$ cat src/rtl/serial_adder_pkg.sv
// Shared types for the bit-serial adder: FSM state encoding and counter sizing.
// Imported by serial_adder; holds no logic of its own.
package serial_adder_pkg;

  typedef enum logic [1:0] {
    IDLE = 2'd0,
    RUN  = 2'd1,
    DONE = 2'd2
  } state_t;

  function automatic int cnt_width(input int w);
    return (w > 1) ? $clog2(w) : 1;
  endfunction

endpackage

$ cat src/rtl/serial_adder_full_adder.sv
// Single-bit full adder cell, purely combinational.
// Zero latency, no flow control.
module full_adder (
  input  logic a,
  input  logic b,
  input  logic cin,
  output logic sum,
  output logic cout
);

  assign sum  = a ^ b ^ cin;
  assign cout = (a & b) | (cin & (a ^ b));

endmodule

$ cat src/rtl/serial_adder.sv
// Bit-serial W-bit adder, LSB first through one full_adder; result W edges after accept.
// Accepts only in IDLE; a stalled consumer holds sum/cout/out_valid in DONE indefinitely.
module serial_adder
  import serial_adder_pkg::*;
#(
  parameter int W = 8
) (
  input  logic         clk,
  input  logic         rst_n,
  input  logic         in_valid,
  output logic         in_ready,
  input  logic [W-1:0] a,
  input  logic [W-1:0] b,
  input  logic         cin,
  output logic         out_valid,
  input  logic         out_ready,
  output logic [W-1:0] sum,
  output logic         cout
);

  localparam int            CW   = cnt_width(W);
  localparam logic [CW-1:0] LAST = CW'(W - 1);

  state_t        state_q, state_d;
  logic [W-1:0]  a_sr_q, a_sr_d;
  logic [W-1:0]  b_sr_q, b_sr_d;
  logic [W-1:0]  s_sr_q, s_sr_d;
  logic [W-1:0]  sum_q, sum_d;
  logic          carry_q, carry_d;
  logic          cout_q, cout_d;
  logic [CW-1:0] cnt_q, cnt_d;
  logic          fa_sum, fa_cout;
  logic [W-1:0]  s_shift;

  full_adder u_fa (
    .a   (a_sr_q[0]),
    .b   (b_sr_q[0]),
    .cin (carry_q),
    .sum (fa_sum),
    .cout(fa_cout)
  );

  // New sum bit enters at the MSB; after W shifts the register holds the whole sum.
  assign s_shift = (s_sr_q >> 1) | (W'(fa_sum) << (W - 1));

  always_comb begin
    state_d = state_q;
    a_sr_d  = a_sr_q;
    b_sr_d  = b_sr_q;
    s_sr_d  = s_sr_q;
    sum_d   = sum_q;
    carry_d = carry_q;
    cout_d  = cout_q;
    cnt_d   = cnt_q;
    case (state_q)
      IDLE: begin
        if (in_valid) begin
          a_sr_d  = a;
          b_sr_d  = b;
          carry_d = cin;
          cnt_d   = '0;
          state_d = RUN;
        end
      end
      RUN: begin
        s_sr_d  = s_shift;
        a_sr_d  = a_sr_q >> 1;
        b_sr_d  = b_sr_q >> 1;
        carry_d = fa_cout;
        cnt_d   = cnt_q + CW'(1);
        // Outputs are captured only here so they stay frozen while the next add runs.
        if (cnt_q == LAST) begin
          sum_d   = s_shift;
          cout_d  = fa_cout;
          state_d = DONE;
        end
      end
      DONE: begin
        if (out_ready) state_d = IDLE;
      end
      default: state_d = IDLE;
    endcase
  end

  always_ff @(posedge clk or negedge rst_n) begin
    if (!rst_n) begin
      state_q <= IDLE;
      a_sr_q  <= '0;
      b_sr_q  <= '0;
      s_sr_q  <= '0;
      sum_q   <= '0;
      carry_q <= 1'b0;
      cout_q  <= 1'b0;
      cnt_q   <= '0;
    end else begin
      state_q <= state_d;
      a_sr_q  <= a_sr_d;
      b_sr_q  <= b_sr_d;
      s_sr_q  <= s_sr_d;
      sum_q   <= sum_d;
      carry_q <= carry_d;
      cout_q  <= cout_d;
      cnt_q   <= cnt_d;
    end
  end

  assign in_ready  = (state_q == IDLE);
  assign out_valid = (state_q == DONE);
  assign sum       = sum_q;
  assign cout      = cout_q;

endmodule

$ cat config.mk
export PLATFORM = sky130hd
export DESIGN_NAME = serial_adder
export DESIGN_NICKNAME = d
export VERILOG_FILES = /design/src/rtl/serial_adder_pkg.sv /design/src/rtl/serial_adder_full_adder.sv /design/src/rtl/serial_adder.sv
export SDC_FILE = /design/constraint.sdc
export NUM_CORES = 1
export LEC_CHECK = 0
export CAP_MARGIN = 20
export CORE_MARGIN = 3
export CORE_UTILIZATION = 30
export CTS_BUF_LIST = sky130_fd_sc_hd__clkbuf_2 sky130_fd_sc_hd__clkbuf_4 sky130_fd_sc_hd__clkbuf_8
export CTS_CLUSTER_SIZE = 28
export DETAILED_ROUTE_END_ITERATION = 8
export PLACE_DENSITY = 0.55
export SLEW_MARGIN = 10
export SYNTH_ARGS = -nofsm -noshare
export SYNTH_HDL_FRONTEND = slang
export SYNTH_SLANG_ARGS = --single-unit
$ cat constraint.sdc
create_clock -name clk -period 2.2 [get_ports clk]
set_input_delay 0.22 -clock clk [delete_from_list [all_inputs] [get_ports clk]]
set_output_delay 0.22 -clock clk [all_outputs]
set_load 0.01 [all_outputs]
* Word-level counts from Yosys, hierarchy flattened
Cells that the tools add are included.
Word-level totals: output and inout port bits 11, bits in registers 39, bits of input ports 21
Operators by class: mux-type cells 12, reductions and logical operators 5, equal/unequal tests 6, bitwise gates (word level) 6, $add $sub $neg 1
Operators by type and width (count):
- $pmux 8 s2 | 2
- $mux 8 | 2
- $or 7x8->8 | 1
- $mux 2 | 3
- $pmux 2 s3 | 1
- $pmux 3 s2 | 1
- $ne 2x2->1 const B | 2
- $reduce_and 2->1 | 2
- $add 3x1->3 const B | 1
- $eq 3x3->1 const B | 1
- $mux 3 | 1
- $reduce_and 3->1 | 1
- $and 1x1->1 | 2
- $eq 2x1->1 const B | 1
- $eq 2x2->1 const B | 1
- $logic_not 2->1 | 1
- $ne 2x1->1 const B | 1
- $pmux 1 s2 | 1
- $reduce_bool 2->1 | 1
- $xor 1x1->1 | 2
- $mux 1 | 1
- $or 1x1->1 | 1

* Logic depth before layout (Yosys ltp)
word-level depth 4, gate-level depth with buffers 5, gate-level depth less buffers 4

* Modules after synthesis
From an unflattened synthesis, not the netlist that was laid out.
Second synthesis, totals: cell total of the unflattened synthesis 163, area total of the unflattened synthesis 1744.2 sq um
Modules (own cells, without submodules):
- serial_adder | cells each 162, area each 1724.2 sq um, instances 1
- full_adder | cells each 1, area each 20.0 sq um, instances 1

* Worst setup path before layout
OpenSTA, ideal clock, no wires.
path type flip-flop to flip-flop, start register cnt_q[0], end register cout_q, in the netlist cout, clock period less this slack 1.468 ns, stages on the path, launching flop included 6, setup time 0.125 ns, data required time 2.075 ns, setup slack 0.732 ns, arrival 1.343 ns, cells stage by stage dfrtp_1 -> ha_1 -> ha_1 -> nand3b_1 -> buf_2 -> mux2_2
On the way: cells in the longest elaborated chain, start to end 2
RTL lines:
- from (decl) | line serial_adder.sv:31 | logic [CW-1:0] cnt_q, cnt_d;
- from (signal assigned) | line serial_adder.sv:103 | cnt_q <= cnt_d;
- $eq 3x3->1 | line serial_adder.sv:72 | if (cnt_q == LAST) begin
- $reduce_and 2->1 (no source line)
- to (signal assigned) | line serial_adder.sv:102 | cout_q <= cout_d;
- to (decl) | line serial_adder.sv:30 | logic cout_q, cout_d;
Every way passes these cells. A chain may end at the register's enable or synchronous reset.

* Worst setup path in the final report
start register state_q[1], end output port in_ready
On the way: cells in the longest elaborated chain, start to end 1
RTL lines:
- from (decl) | line serial_adder.sv:24 | state_t state_q, state_d;
- from (signal assigned) | line serial_adder.sv:96 | state_q <= state_d;
- $logic_not 2->1 | line serial_adder.sv:107 | assign in_ready = (state_q == IDLE);
- to (decl) | line serial_adder.sv:11 | output logic in_ready,
Every way passes these cells.

==> summary.txt <==
Outcome
  – Status: complete, no violations

Logic synthesis
  – Synth cell types: 28
  – Warnings from Yosys: 0
  – Synth top area cells: dfrtp_1, mux2_2, nor4b_1
  – Register area share after synthesis: 0.5413
  – Synth area leader: dfrtp_1
  – Syn_area_per_cell: 12.55 sq um
  – Main synth FF type: dfrtp_1
  – Synthesized net count: 164
  – Synthesized netlist cell count: 140
  – Mapped Area: 1757 sq um
  – Synth async-reset ratio: 1.000
  – #FFs+latches synth: 38
  – Yosys top cell area share: 0.5413
  – Post-synth EDFFs: 0

STA
  – Max-Slew Margin vs Limit: 0.4344
  – Max Clock Freq: 0.5203 GHz
  – Setup violators final: 0
  – Setup TNS: 0 ps
  – Min cycle time layout: 1922 ps
  – Slew Viols, Final: 0
  – Skew final: 1.322 ps
  – WHS: 38.60 ps
  – RSZ-0062 raised after global routing: false
  – Worst slew pin tran: 848.4 ps
  – Final period util: 0.8737
  – Hold Vio Cnt, Final: 0

GRT
  – GR Util All Layers: 0.1205
  – Met2 Usage GRT: 0.1883
  – Initial antenna violation count: 0
  – First-pass GRT wire length: 6203 microns
  – GRT busiest layer: met2
  – GR Overflow Total: 0
  – Vias in the first global route: 1,269
  – Largest net degree at the start of global routing: 39
  – Global-route track usage on met1: 0.1624
  – Grt met3 use: 0.03254

Floorplan
  – Io pins: 32
  – Die Wd: 82.52 microns
  – Initial Utilization: 0.3152
  – Site row count: 27
  – Core area: 5574 sq um
  – Die Y: 82.52 microns
  – Die ar.: 6810 sq um

Route
  – 1st-iter DRT viols: 72
  – Vias per cell: 4.931
  – Vias post-DR: 1,208
  – Routed Antenna Nets: 0
  – Routed wire length: 3648 microns
  – Pre-antenna DRT Iters: 5
  – Routed len/inst: 14.89 microns
  – DR DRC count: 0

Clocking
  – Post-CTS setup buffers: 0
  – Num CTS Buffers: 5
  – CTS HTree Levels: 2
  – Clk sinks: 38
  – Maximum root-to-sink buffer count: 2
  – CTS root buf: clkbuf_8
  – Resized cells post-CTS: 0
  – CTS clock-pin slew for the worst setup and hold paths: 80 ps
  – Worst-skew pair later-pin latency: 280 ps
  – CTS tree: done
  – CTS Hold Bufs: 0

Layout
  – Final net count: 196
  – Leading cell type in the layout, fill and taps excluded: dfrtp_1
  – Final core utilization: 0.4070
  – Non-Filler Instances: 245
  – Antenna cells: 0
  – Most frequent cells in the layout: dfrtp_1, clkdlybuf4s50_1, mux2_2, inv_1, nor3b_1
  – Fill cells: 547
  – Area added between synthesis and finish: 29.13%
  – Layout cell share with drive strength beyond 1: 0.1908

Pwr
  – Tot Pwr: 3.175 mW
  – VDD IR max: 458.6 uV
  – Pwr per Cell Area: 1400 nW/um^2
  – Leakage Power: 0.9623 nW

Job
  – Max-capacitance violation count: 0

Critical path
  – CP arrival: 1700 ps
  – Crit path max fanout: 16
  – CP startpoint kind: register
  – Endpoint class of the critical path: output pin
  – Worst-path cell chain: nor2_1, clkdlybuf4s50_1
  – CP Class: register to output pin
  – Worst endpoint required time: 1980 ps
  – CP peak stage delay: 580 ps
  – CP max-delay cell: clkdlybuf4s50_1

Worst hold path
  – Type of the most critical hold path: input port to asynchronous set/reset pin

Placement
  – Placed cells: 237
  – Dpl hpwl: 2525 microns
  – Port Buffers: 31
  – Placer Congestion: 0.7439
## stage by stage
step                      setup slack, ps  instance area, sq um
after detailed placement            443.7                  2126
after global routing                181.8                  2268
after floorplan                     732.3                  1757
after CTS                           271.3                  2268
after global placement              132.9                  2115
final                               277.9                  2268
## Yosys cell counts, types with 2 or more instances
master     n
nor2b_1    4
nor4b_1   10
buf_6      2
clkbuf_1   2
buf_2      6
a22o_1     2
dfrtp_1   38
nor3b_1   11
o221a_2    2
inv_1     14
ha_1       2
mux2_2    16
a222oi_1   3
nand2b_1   4
a211oi_1  10
or4b_1     2
## cell type report
class	instances	area [sq um]	area share
clock buffer	6	82.58	0.03640
tap	72	90.09	0.03971
inverter	14	52.55	0.02317
sequential	38	950.9	0.4192
clock inverter	2	60.06	0.02648
multi-input combinational	77	685.7	0.3023
timing repair buffer	36	346.6	0.1528
## routing by layer
| metal | up-vias | part of all wire |
|---|---|---|
| li1 | 569 | - |
| met1 | 594 | 0.48 |
| met2 | 39 | 0.45 |
| met3 | 6 | 0.058 |
| met4 | 0 | 0.011 |
| met5 | - | 0 |
## path summary, 6_finish.rpt
check                                 from         to  slack (ps)  cells after the start
worst max-delay path            state_q[1]   in_ready         280                      2
worst min-delay path                 rst_n     sum[2]          40                      1
worst max register to register    cnt_q[0]       cout         470                      4
worst min register to register   b_sr_q[7]  b_sr_q[7]         510                      1
max in group asynchronous            rst_n  b_sr_q[6]        1630                      1
min in group clk                 b_sr_q[7]  b_sr_q[7]         510                      1
## registers in the layout (all words and copies together) (netlist names)
register	flops
cout	1
s_sr_q	7
cnt_q	3
carry_q	1
b_sr_q	8
state_q	2
sum	8
a_sr_q	8
## worst max-delay path, delay by kind of cell (launching register included)
| kind | cells | cell delay (ps) |
|---|---|---|
| buffers and inverters | 1 | 580 |
| and+or+nand+nor | 1 | 270 |
| DFF | 1 | 570 |
## where the power goes
group	switching (mW)	internal, mW	leakage [nW]
combinational	0.511	0.677	0.442
clock	0.248	0.484	0.0714
sequential	0.220	1.04	0.449
## logic make-up (layout without fill, tap and decap cells)
family,Yosys count,count (layout),synth area share
flops,38,38,0.5413
simple gates,34,34,0.1467
buf+inv,25,58,0.06838
compound gates,23,23,0.1097
mux,17,17,0.1083
fa+ha+maj,3,3,0.02564
Note: power is estimated with default switching activity, not from simulation.
